File: src/rtl/cla_sub_pipe.sv
// cla_sub_pipe: two-stage pipelined subtractor, diff = A - B - bin, built from CLA half-word adders.
//
// Each stage adds one half-word as A + ~B + ~borrow on a carry-lookahead adder.
// The inverted carry-out is the borrow, and it ripples from stage 1 into stage 2.
// Both ends use a valid/ready handshake. A stalled output holds its values.
//
// Optional feature: define CLA_SUB_STATUS_EN to add the registered zero/ovf status outputs.
//
// Ports:
//   clk        clock, all state updates on the rising edge
//   rst_n      asynchronous active-low reset
//   in_valid   A/B/bin are valid
//   in_ready   block can accept an operand set this cycle
//   A, B       minuend, subtrahend (DATA_WIDTH bits)
//   bin        borrow-in
//   out_valid  diff/bout are valid
//   out_ready  consumer accepts the result this cycle
//   diff       (A - B - bin) mod 2^DATA_WIDTH
//   bout       1 when A < B + bin (unsigned)
//   zero       diff == 0                        (CLA_SUB_STATUS_EN only)
//   ovf        signed overflow of A - B - bin   (CLA_SUB_STATUS_EN only)
module cla_sub_pipe #(
    parameter int DATA_WIDTH = 16
) (
    input  logic                  clk,
    input  logic                  rst_n,
    input  logic                  in_valid,
    output logic                  in_ready,
    input  logic [DATA_WIDTH-1:0] A,
    input  logic [DATA_WIDTH-1:0] B,
    input  logic                  bin,
    output logic                  out_valid,
    input  logic                  out_ready,
    output logic [DATA_WIDTH-1:0] diff,
    output logic                  bout
`ifdef CLA_SUB_STATUS_EN
    ,
    output logic                  zero,
    output logic                  ovf
`endif
);

    localparam int H = DATA_WIDTH / 2;

    // The result is H+1 bits wide, and its MSB is the carry-out.
    // Every carry comes from the generate/propagate terms.
    function automatic logic [H:0] cla_add(
        input logic [H-1:0] a,
        input logic [H-1:0] b,
        input logic         cin
    );
        logic [H-1:0] g;
        logic [H-1:0] p;
        logic [H:0]   c;
        g    = a & b;
        p    = a ^ b;
        c[0] = cin;
        for (int i = 0; i < H; i++) begin
            c[i+1] = g[i] | (p[i] & c[i]);
        end
        return {c[H], p ^ c[H-1:0]};
    endfunction

    logic                  r_s1_valid;
    logic [H-1:0]          r_s1_lo;
    logic                  r_s1_mid_borrow;
    logic [H-1:0]          r_s1_a_hi;
    logic [H-1:0]          r_s1_b_hi;
    logic                  r_s2_valid;
    logic [DATA_WIDTH-1:0] r_diff;
    logic                  r_bout;

    logic                  w_s1_load;
    logic                  w_s2_load;
    logic [H:0]            w_s1_sum;
    logic [H:0]            w_s2_sum;
    logic [DATA_WIDTH-1:0] w_diff_next;

    // The stages can advance in the same cycle that the output drains.
    // So when out_ready is high, a full pipe still accepts a new operand set.
    assign in_ready  = !r_s1_valid || !r_s2_valid || out_ready;
    assign w_s1_load = in_valid && in_ready;
    assign w_s2_load = r_s1_valid && (!r_s2_valid || out_ready);

    // Subtraction is done as addition of the complement.
    // The carry-in is ~borrow, and the borrow-out is ~carry.
    assign w_s1_sum    = cla_add(A[H-1:0], ~B[H-1:0], ~bin);
    assign w_s2_sum    = cla_add(r_s1_a_hi, ~r_s1_b_hi, ~r_s1_mid_borrow);
    assign w_diff_next = {w_s2_sum[H-1:0], r_s1_lo};

    always_ff @(posedge clk or negedge rst_n) begin
        if (!rst_n) begin
            r_s1_valid      <= 1'b0;
            r_s1_lo         <= '0;
            r_s1_mid_borrow <= 1'b0;
            r_s1_a_hi       <= '0;
            r_s1_b_hi       <= '0;
        end else begin
            r_s1_valid <= w_s1_load ? 1'b1 : (w_s2_load ? 1'b0 : r_s1_valid);
            if (w_s1_load) begin
                r_s1_lo         <= w_s1_sum[H-1:0];
                r_s1_mid_borrow <= ~w_s1_sum[H];
                r_s1_a_hi       <= A[DATA_WIDTH-1:H];
                r_s1_b_hi       <= B[DATA_WIDTH-1:H];
            end
        end
    end

    always_ff @(posedge clk or negedge rst_n) begin
        if (!rst_n) begin
            r_s2_valid <= 1'b0;
            r_diff     <= '0;
            r_bout     <= 1'b0;
        end else begin
            r_s2_valid <= w_s2_load ? 1'b1 : (out_ready ? 1'b0 : r_s2_valid);
            if (w_s2_load) begin
                r_diff <= w_diff_next;
                r_bout <= ~w_s2_sum[H];
            end
        end
    end

    assign out_valid = r_s2_valid;
    assign diff      = r_diff;
    assign bout      = r_bout;

`ifdef CLA_SUB_STATUS_EN
    logic r_zero;
    logic r_ovf;

    // Signed overflow can only occur when the operand signs differ.
    // It is flagged when the result sign no longer matches the minuend sign.
    always_ff @(posedge clk or negedge rst_n) begin
        if (!rst_n) begin
            r_zero <= 1'b0;
            r_ovf  <= 1'b0;
        end else if (w_s2_load) begin
            r_zero <= (w_diff_next == '0);
            r_ovf  <= (r_s1_a_hi[H-1] != r_s1_b_hi[H-1]) &&
                      (w_diff_next[DATA_WIDTH-1] != r_s1_a_hi[H-1]);
        end
    end

    assign zero = r_zero;
    assign ovf  = r_ovf;
`endif

endmodule

File: config.mk
export PLATFORM = sky130hd
export DESIGN_NAME = cla_sub_pipe
export DESIGN_NICKNAME = d
export VERILOG_FILES = /design/src/rtl/cla_sub_pipe.sv
export SDC_FILE = /design/constraint.sdc
export NUM_CORES = 1
export LEC_CHECK = 0
export CORE_ASPECT_RATIO = 0.9
export CORE_MARGIN = 1.5
export CORE_UTILIZATION = 52
export DETAILED_ROUTE_END_ITERATION = 8
export PLACE_DENSITY = 0.89
export SLEW_MARGIN = 20
export SYNTH_ARGS = -nofsm -noshare
export SYNTH_HDL_FRONTEND = slang
export SYNTH_SLANG_ARGS = --single-unit
File: constraint.sdc
create_clock -name clk -period 6.65 [get_ports clk]
set_input_delay 1.6625 -clock clk [delete_from_list [all_inputs] [get_ports clk]]
set_output_delay 1.6625 -clock clk [all_outputs]
set_load 0.02 [all_outputs]
After elaboration in Yosys (flattened, before gate mapping)

Cells that the tools add are included.

Mux-type cells: 4
Bitwise logic cells: 44
Reductions and logical operators: 9

Operators with widths:

| operator          | count |
|---|---|
| $xor 8x8->8       | 4 |
| $and 1x1->1       | 16 |
| $and 8x8->8       | 2 |
| $not 8->8         | 2 |
| $or 1x1->1        | 16 |
| $mux 1            | 4 |
| $not 1->1         | 4 |
| $reduce_bool 2->1 | 2 |
| $logic_or 1x1->1  | 3 |
| $logic_and 1x1->1 | 2 |
| $logic_not 1->1   | 2 |

Register bits after elaboration: 44
Input bits: 37
Output and inout bits: 19

Logic depth before layout (Yosys ltp)

Gate-level depths: netlist (run 1).

Word-level depth: 19
Gate-level depth with buffers: 10

Worst setup path after synthesis (run 1)

No wires, ideal clock.

Kind: in2reg
Start point: in A[0]
End point: reg r_s1_mid_borrow
Setup time: 0.125 ns
Data arrival time: 5.014 ns
Required time: 6.525 ns
Setup slack: 1.511 ns
Stages: 10
Path buffers: 0
Cell sequence: inv_1 -> fa_1 -> fa_1 -> fa_1 -> fa_1 -> fa_1 -> fa_1 -> fa_1 -> fa_1 -> mux2_4

Word-level cells in the longest chain between the ends: 18

Ends and longest elaborated chain:

| element              | RTL line | source |
|---|---|---|
| from (decl)          | 29       | `input logic [DATA_WIDTH-1:0] A,` |
| $xor 8x8->8          | 56       | `p = a ^ b;` |
| $and 1x1->1          | 59       | `c[i+1] = g[i] \| (p[i] & c[i]);` |
| $or 1x1->1 (*)       | 59       |  |
| $and 1x1->1 (*)      | 59       |  |
| $or 1x1->1 (*)       | 59       |  |
| $and 1x1->1 (*)      | 59       |  |
| $or 1x1->1 (*)       | 59       |  |
| $and 1x1->1 (*)      | 59       |  |
| [2 not listed]       | n/a      |  |
| $or 1x1->1 (*)       | 59       |  |
| $and 1x1->1 (*)      | 59       |  |
| $or 1x1->1 (*)       | 59       |  |
| $and 1x1->1 (*)      | 59       |  |
| $or 1x1->1 (*)       | 59       |  |
| $and 1x1->1 (*)      | 59       |  |
| $or 1x1->1 (*)       | 59       |  |
| $not 1->1 (*)        | 102      | `r_s1_mid_borrow <= ~w_s1_sum[H];` |
| to (signal assigned) | 102      |  |
| to (decl)            | 66       | `logic r_s1_mid_borrow;` |

Mark *: on every way between the ends. The rest lies on a longest branch, timed or not.
A chain may end at the register's enable or synchronous reset.

Worst setup path after layout (run 1)

Ends and elaborated chain as after synthesis.

==> impl_metrics.toml, run 1 <==
[run_status]
status = "complete, no violations"

[finish]
syn_to_final_growth_pct = 30.6
fin_cells = 251
final_cell_area_um2 = 2830
final_cell_mix = "clkdlybuf4s50_1, dfrtp_1, inv_1"
final_util_pct = 69.9
layout_commonest_cell = "clkdlybuf4s50_1"
final_nets = 255
diodes = 0
layout-drive-gt1-share_pct = 18.7

[clock_network]
cts_buffer_depth = 2
cts_root_buffer = "clkbuf_8"
cts_hold_buf = 0
clkSinkCount = 44
cts_setup_buffers = 0
clkTransAtPathRegs_ps = 80
post_cts_resized = 0
cts_tree = "done"
insertion_delay_ps = 290
numCtsBuffers = 5
cts_max_level = 2

[logic_synthesis]
yosysSeqAreaShare_pct = 50.9
synth_area_um2 = 2160
syn-num-nets = 196
synth_edf_count = 0
syn_inst = 143
yosys_register_bits = 44
synthDistinctLibCells = 15
syn_area_per_cell_um2 = 15.1
synthFlopType = "dfrtp_1"
ys_warn_count = 0
ys_async_sr_fraction_pct = 100

[placement]
numPortBuffers = 55
hpwl_um = 2940
place.gp.congestion = 0.712
placed_cells = 243
post-place-ws_ps = 846
place_area_um2 = 2720

[die]
fp.dieW_um = 71.0
coreArea_um2 = 4050
ios = 56
initial_core_util_pct = 53.5
dieArea_um2 = 4560
fp.dieH_um = 64.2
row_count = 22

[routing]
wl_per_cell_um = 15.4
drc_errors = 0
first_pass_iters = 4
wl_um = 3870
ant_nets = 0
vias_per_cell = 4.91
num_vias = 1233
drtIter0Drc = 41

[setup_path]
rrSetupSlack_ps = 2620
critPathKind = "in2reg"
cp-startpoint = "A[0]"
crit_path_max_fanout = 1
cp-end-kind = "flip-flop"
ff2ff_path_depth = 9
cp.arrival_ps = 5690
crit_end = "r_s1_mid_borrow"
r2r-start = "r_s1_mid_borrow"
worst_setup_path_start_kind = "primary input"
required_ps = 6830
regToRegEndpoint = "bout"

[hold_path]
hold_class = "reg2reg"

[grt]
grt_max_degree = 45
use_met3_pct = 5.05
grt_usage_pct = 18.9
grt_use_met2_pct = 33.3
grt_antenna_before_repair = 0
grt_pass1_wl_um = 6500
grt-ovfl-total = 0
grt_pass1_vias = 1391
grt-busiest-layer = "met2"
use_met1_pct = 22.9

[sta]
timing.final.crit_share_pct = 82.8
slew_violations = 0
rsz0062_at_grt = "false"
worst_slew_pin_slew_ps = 954
fin_tns_setup_ps = 0
post-route-min-period_ps = 5510
clock.fmax_mhz = 182
final-hold-violation-count = 0
finalWorstSetupSlack_ps = 1140
fin_hold_ws_ps = 509
skew_ps = 7.57
slew_headroom_pct = 36.4
setup_viol = 0

[pwr]
power_leakage_nw = 1.36
finalPower_mw = 0.928
power_density_nw_per_um2 = 328
ir_drop_v = 0.000175

[job]
cap_violations = 0
-- registers in the layout, indices dropped and copies added, names as in the netlist --
signal	count
diff	16
r_s1_a_hi	8
r_s1_b_hi	8
r_s1_lo	8
bout	1
out_valid	1
r_s1_mid_borrow	1
r_s1_valid	1
-- critical path, cell delays in order --
cell             delay (ps)
clkdlybuf4s50_1         450
inv_1                    50
fa_1                    440
fa_1                    400
fa_1                    390
fa_1                    390
fa_1                    420
fa_1                    430
fa_1                    400
fa_1                    370
mux2_4                  270
-- synthesized netlist by cell type (2+ instances only) --
| library cell | count | area [µm²] |
|---|---|---|
| inv_1 | 31 | 116 |
| mux2_2 | 13 | 146 |
| fa_1 | 16 | 320 |
| nand2b_1 | 2 | 12.5 |
| buf_12 | 2 | 40.0 |
| dfrtp_1 | 44 | 1100 |
| mux2_4 | 13 | 195 |
| mux2i_1 | 15 | 150 |
-- area by class of cell --
cell class	count	area, µm²
Fill cell	258	1220
Sequential cell	44	1100
Clock inverter	2	35.0
Tap cell	48	60.1
Clock buffer	6	72.6
Inverter	31	116
Multi-Input combinational cell	65	896
Timing Repair Buffer	55	546
-- logic make-up after synthesis --
group,share of synthesized area (%)
buffers and inverters,7.75
adder cells (fa/ha/maj),14.8
multiplexers,22.7
AND/OR/NAND/NOR,3.35
flip-flops,50.9
AO/OA/AOI/OAI,0.520
-- metal layers --
metal / routed length [µm] / share of wire (%)
met4: 38 / 0.98
met5: 0 / 0
met2: 2010 / 52
met1: 1590 / 41
met3: 224 / 5.8
-- power by group --
part           internal [mW]  switching, mW
clock network          0.111         0.0871
logic                  0.182          0.157
registers              0.344         0.0463
-- worst min path at each step --
stage	start	endpoint	slack [ps]	depth (start not counted)
after floorplan	r_s1_a_hi[7]	r_s1_a_hi[7]	480	1
after detailed placement	r_s1_lo[7]	diff[7]	490	1
after global placement	r_s1_a_hi[7]	r_s1_a_hi[7]	490	1
after CTS	r_s1_lo[7]	diff[7]	510	1
after global routing	diff[1]	diff[1]	530	1
final	diff[0]	diff[0]	510	1
Note: power is estimated with default switching activity, not from simulation.
==> run 2, diff against run 1 <==
--- a/config.mk
+++ b/config.mk
@@ -7,9 +7,9 @@
 export LEC_CHECK = 0
 export CORE_ASPECT_RATIO = 0.9
 export CORE_MARGIN = 1.5
-export CORE_UTILIZATION = 52
+export CORE_UTILIZATION = 44
 export DETAILED_ROUTE_END_ITERATION = 8
-export PLACE_DENSITY = 0.89
+export PLACE_DENSITY = 0.81
 export SLEW_MARGIN = 20
 export SYNTH_ARGS = -nofsm -noshare
 export SYNTH_HDL_FRONTEND = slang
==> constraint.sdc (replaced) <==
create_clock -name clk -period 4.82 [get_ports clk]
set_input_delay 1.205 -clock clk [delete_from_list [all_inputs] [get_ports clk]]
set_output_delay 1.205 -clock clk [all_outputs]
set_load 0.02 [all_outputs]
==> impl_metrics.toml, run 2 (synthesis gave the netlist of run 1 again) <==
[sta]
timing.final.crit_share_pct = 97.3
skew_ps = 4.95
rsz0062_at_grt = "false"
final-hold-violation-count = 0
fin_tns_setup_ps = 0
finalWorstSetupSlack_ps = 130
post-route-min-period_ps = 4690
clock.fmax_mhz = 213
slew_violations = 0
setup_viol = 0
slew_headroom_pct = 37.6
worst_slew_pin_slew_ps = 936

[routing]
drtIter0Drc = 61
ant_nets = 0
wl_per_cell_um = 13.1
wl_um = 3510
num_vias = 1197
first_pass_iters = 4
drc_errors = 0
vias_per_cell = 4.47

[placement]
post-place-ws_ps = -458
placed_cells = 260
numPortBuffers = 55
place.gp.congestion = 0.698
hpwl_um = 2600
place_area_um2 = 2740

[setup_path]
cp-end-kind = "flip-flop"
required_ps = 4990
ff2ff_path_depth = 9
cp.arrival_ps = 4860
worst_setup_path_start_kind = "primary input"
slowest_stage = "clkdlybuf4s50_1"
path_cells = "clkdlybuf4s50_1, inv_1, fa_2, fa_2, fa_1, fa_2, fa_2, fa_2, fa_2, fa_1, mux2_4"
slowest_delay_ps = 450
cp_common_cell = "fa_2"
crit_path_max_fanout = 1
critPathKind = "in2reg"

[grt]
grt_usage_pct = 15.1
grt_pass1_vias = 1299
grt_use_met2_pct = 22.6
grt-busiest-layer = "met2"
grt_max_degree = 45
use_met3_pct = 5.39
grt_antenna_before_repair = 0
grt-ovfl-total = 0
use_met1_pct = 20.4
grt_pass1_wl_um = 6060

[die]
ios = 56
initial_core_util_pct = 45.3
fp.dieH_um = 69.5
fp.dieW_um = 76.9
row_count = 24
dieArea_um2 = 5350
coreArea_um2 = 4770

[pwr]
ir_drop_v = 0.000247
finalPower_mw = 1.22
power_density_nw_per_um2 = 429
power_leakage_nw = 1.36

[clock_network]
cts_max_level = 2
cts_root_buffer = "clkbuf_8"
clkSinkCount = 44
cts_tree = "done"
cts_hold_buf = 0
insertion_delay_ps = 280
cts_buffer_depth = 2
clkTransAtPathRegs_ps = 70
numCtsBuffers = 5

[hold_path]
holdPathStages = 1
hold_class = "reg2reg"

[finish]
layout-drive-gt1-share_pct = 22.2
largest_reg_flops = 16
layout_commonest_cell = "clkdlybuf4s50_1"
final_cell_mix = "clkdlybuf4s50_1, dfrtp_1, inv_1"
fin_cells = 268
final_nets = 255
final_cell_area_um2 = 2850
syn_to_final_growth_pct = 31.6
diodes = 0

[run_status]
status = "complete, no violations"

[job]
cap_violations = 0
## run 2: cell count changes in the layout (fill, tap and decap cells not counted)
cell,change
clkinv_2,+1
clkbuf_1,-1
clkbuf_8,+1
fa_1,-6
bufinv_16,-1
fa_2,+6
## run 2: report_power, final
| group | internal, mW | switching [mW] |
|---|---|---|
| Clock | 0.114 | 0.114 |
| Combinational | 0.252 | 0.209 |
| Sequential | 0.475 | 0.0579 |
| Total | 0.841 | 0.382 |
## run 2: cell type report
type / count / area (µm²)
Timing Repair Buffer: 55 / 546
Tap cell: 65 / 81.3
Clock buffer: 6 / 82.6
Multi-Input combinational cell: 65 / 911
Inverter: 31 / 116
Clock inverter: 2 / 10.0
Sequential cell: 44 / 1100
Fill cell: 379 / 1930
## run 2: final timing paths
kind | startpoint | slack (ps) | endpoint
hold reg to reg | diff[6] | 510 | diff[6]
setup reg to reg | r_s1_mid_borrow | 820 | bout
setup / recovery | A[0] | 130 | r_s1_mid_borrow
hold / removal | diff[6] | 510 | diff[6]
max in group asynchronous | rst_n | 3180 | diff[3]
min in group asynchronous | rst_n | 1060 | diff[11]
## run 2: timing repair
item | CTS | global route
gates cloned | 0 | 0
endpoints found under the setup margin | 2 | 2
pin swaps | 0 | 0
gates resized for setup | 4 | 2
buffers inserted | 0 | 0
## run 2: per-stage QoR
stage,util (%),hold slack (ps)
after global routing,59.6,528
after floorplan,-,479
after detailed placement,57.4,495
after global placement,57.4,489
final,59.6,511
after CTS,59.5,516
## run 2: routing by layer
metal | up-vias | share of wire (%)
met4 | 0 | 0.48
met2 | 45 | 47
li1 | 569 | -
met5 | - | 0
met3 | 2 | 7.5
met1 | 581 | 45
## run 2: critical path, delay by kind of cell
family	cells	cell delay, ps
muxes	1	270
buffers and inverters	2	500
adders and majority gates	8	2880
==> run 3, diff against run 2 <==
--- a/config.mk
+++ b/config.mk
@@ -10,6 +10,7 @@
 export CORE_UTILIZATION = 44
 export DETAILED_ROUTE_END_ITERATION = 8
 export PLACE_DENSITY = 0.81
+export REMOVE_ABC_BUFFERS = 1
 export SLEW_MARGIN = 20
 export SYNTH_ARGS = -nofsm -noshare
 export SYNTH_HDL_FRONTEND = slang
==> impl_metrics.toml, run 3 (synthesis gave the netlist of run 1 again) <==
[setup_path]
worst_setup_path_start_kind = "primary input"
required_ps = 5000
critPathKind = "in2reg"
crit_path_max_fanout = 1
cp.arrival_ps = 4900
cp-end-kind = "flip-flop"

[clock_network]
numCtsBuffers = 5
cts_hold_buf = 0
cts_root_buffer = "clkbuf_8"
insertion_delay_ps = 290
cts_tree = "done"
clkSinkCount = 44
cts_setup_buffers = 0
cts_buffer_depth = 2
clkTransAtPathRegs_ps = 80
cts_max_level = 2

[grt]
grt_pass1_vias = 1302
grt_max_degree = 45
grt_antenna_before_repair = 0
grt-ovfl-total = 0
grt_usage_pct = 15.5
grt_pass1_wl_um = 6250

[pwr]
p_sw_mw = 0.388
ir_drop_v = 0.000225
power_density_nw_per_um2 = 432
swShare_pct = 31.6
clkPwrFrac_pct = 19.1
comb_power_share_pct = 37.4
seq_power_share_pct = 43.5
intPower_mw = 0.840
finalPower_mw = 1.23
power_leakage_nw = 1.36

[finish]
final_cell_mix = "clkdlybuf4s50_1, dfrtp_1, inv_1"
register_area_um2 = 1100
final_nets = 255
largest_reg_flops = 16
diodes = 0
layout-drive-gt1-share_pct = 21.7
layout_commonest_cell = "clkdlybuf4s50_1"
nFillCells = 372
multi_input_area_um2 = 908
syn_to_final_growth_pct = 31.4
fin_cells = 268

[die]
ios = 56
coreArea_um2 = 4770
dieArea_um2 = 5350
fp.dieW_um = 76.9
fp.dieH_um = 69.5
initial_core_util_pct = 45.3
row_count = 24

[placement]
numPortBuffers = 55
post-place-ws_ps = -461
hpwl_um = 2490
place.gp.congestion = 0.706
placed_cells = 260

[routing]
route.met2.wl_um = 1690
num_vias = 1219
drc_errors = 0
maxUsedRoutingLayer = "met4"
wl_met1_um = 1620
wl_um = 3530
wl_per_cell_um = 13.2
wl_met3_um = 151
vias_per_cell = 4.55
first_pass_iters = 4
ant_nets = 0
drtIter0Drc = 28

[sta]
post-route-min-period_ps = 4720
timing.final.crit_share_pct = 97.9
slew_headroom_pct = 37.5
skew_ps = 7.98
finalWorstSetupSlack_ps = 99.5
worst_slew_pin_slew_ps = 937
clock.fmax_mhz = 212
final-hold-violation-count = 0
slew_violations = 0
rsz0062_at_grt = "false"
setup_viol = 0

[job]
cap_violations = 0

[run_status]
status = "complete, no violations"

[hold_path]
hold_class = "reg2reg"
run 3: cell counts in the layout (fill, tap and decap cells not counted):
No cell type changed its count.
run 3: per-layer routing:
metal / global-route usage (%) / vias up
met3: 3.82 / 6
met4: 6.79 / 0
met1: 20.3 / 611
met2: 24.7 / 36
met5: 0 / -
li1: - / 566
run 3: what timing repair did:
action                                  CTS  global route
resized for setup                         3             2
endpoints found under the hold margin     0             0
endpoints found under the setup margin    2             1
run 3: final cells by class:
cell class | count | area share, %
Sequential cell | 44 | 38.7
Inverter | 31 | 4.09
Multi-Input combinational cell | 65 | 31.9
Timing Repair Buffer | 55 | 19.2
Clock inverter | 2 | 0.352
Tap cell | 65 | 2.86
Clock buffer | 6 | 2.90
run 3: final timing paths:
kind | start | end | slack (ps) | cells after the start
setup / recovery | A[0] | r_s1_mid_borrow | 100 | 11
min in group asynchronous | rst_n | r_s1_lo[0] | 1050 | 1
max in group asynchronous | rst_n | r_s1_b_hi[6] | 3180 | 1
hold / removal | diff[3] | diff[3] | 510 | 1
hold reg to reg | diff[3] | diff[3] | 510 | 1
setup reg to reg | r_s1_mid_borrow | bout | 790 | 9
run 3: power by group through the flow:
stage	clock network [mW]	logic (mW)	registers (mW)
after floorplan	0	0.176	0.614
after global placement	0	0.453	0.539
after detailed placement	0	0.463	0.542
after CTS	0.242	0.469	0.536
after global routing	0.262	0.503	0.548
final	0.234	0.460	0.534
run 3: critical path: stages:
cell and delay, ps:
clkdlybuf4s50_1 460, inv_1 60, fa_1 440, fa_2 350, fa_1 380, fa_2 350
fa_2 350, fa_2 340, fa_2 340, fa_1 360, mux2_4 270
run 3: through the flow:
stage	setup TNS (ps)	util, %	instance area [µm²]	hold slack, ps
finish	0	59.6	2850	507
detailed placement	-852	57.4	2740	493
global route	0	59.6	2850	526
global placement	-733	57.4	2740	488
CTS	0	59.5	2840	511
floorplan	0	-	2110	479
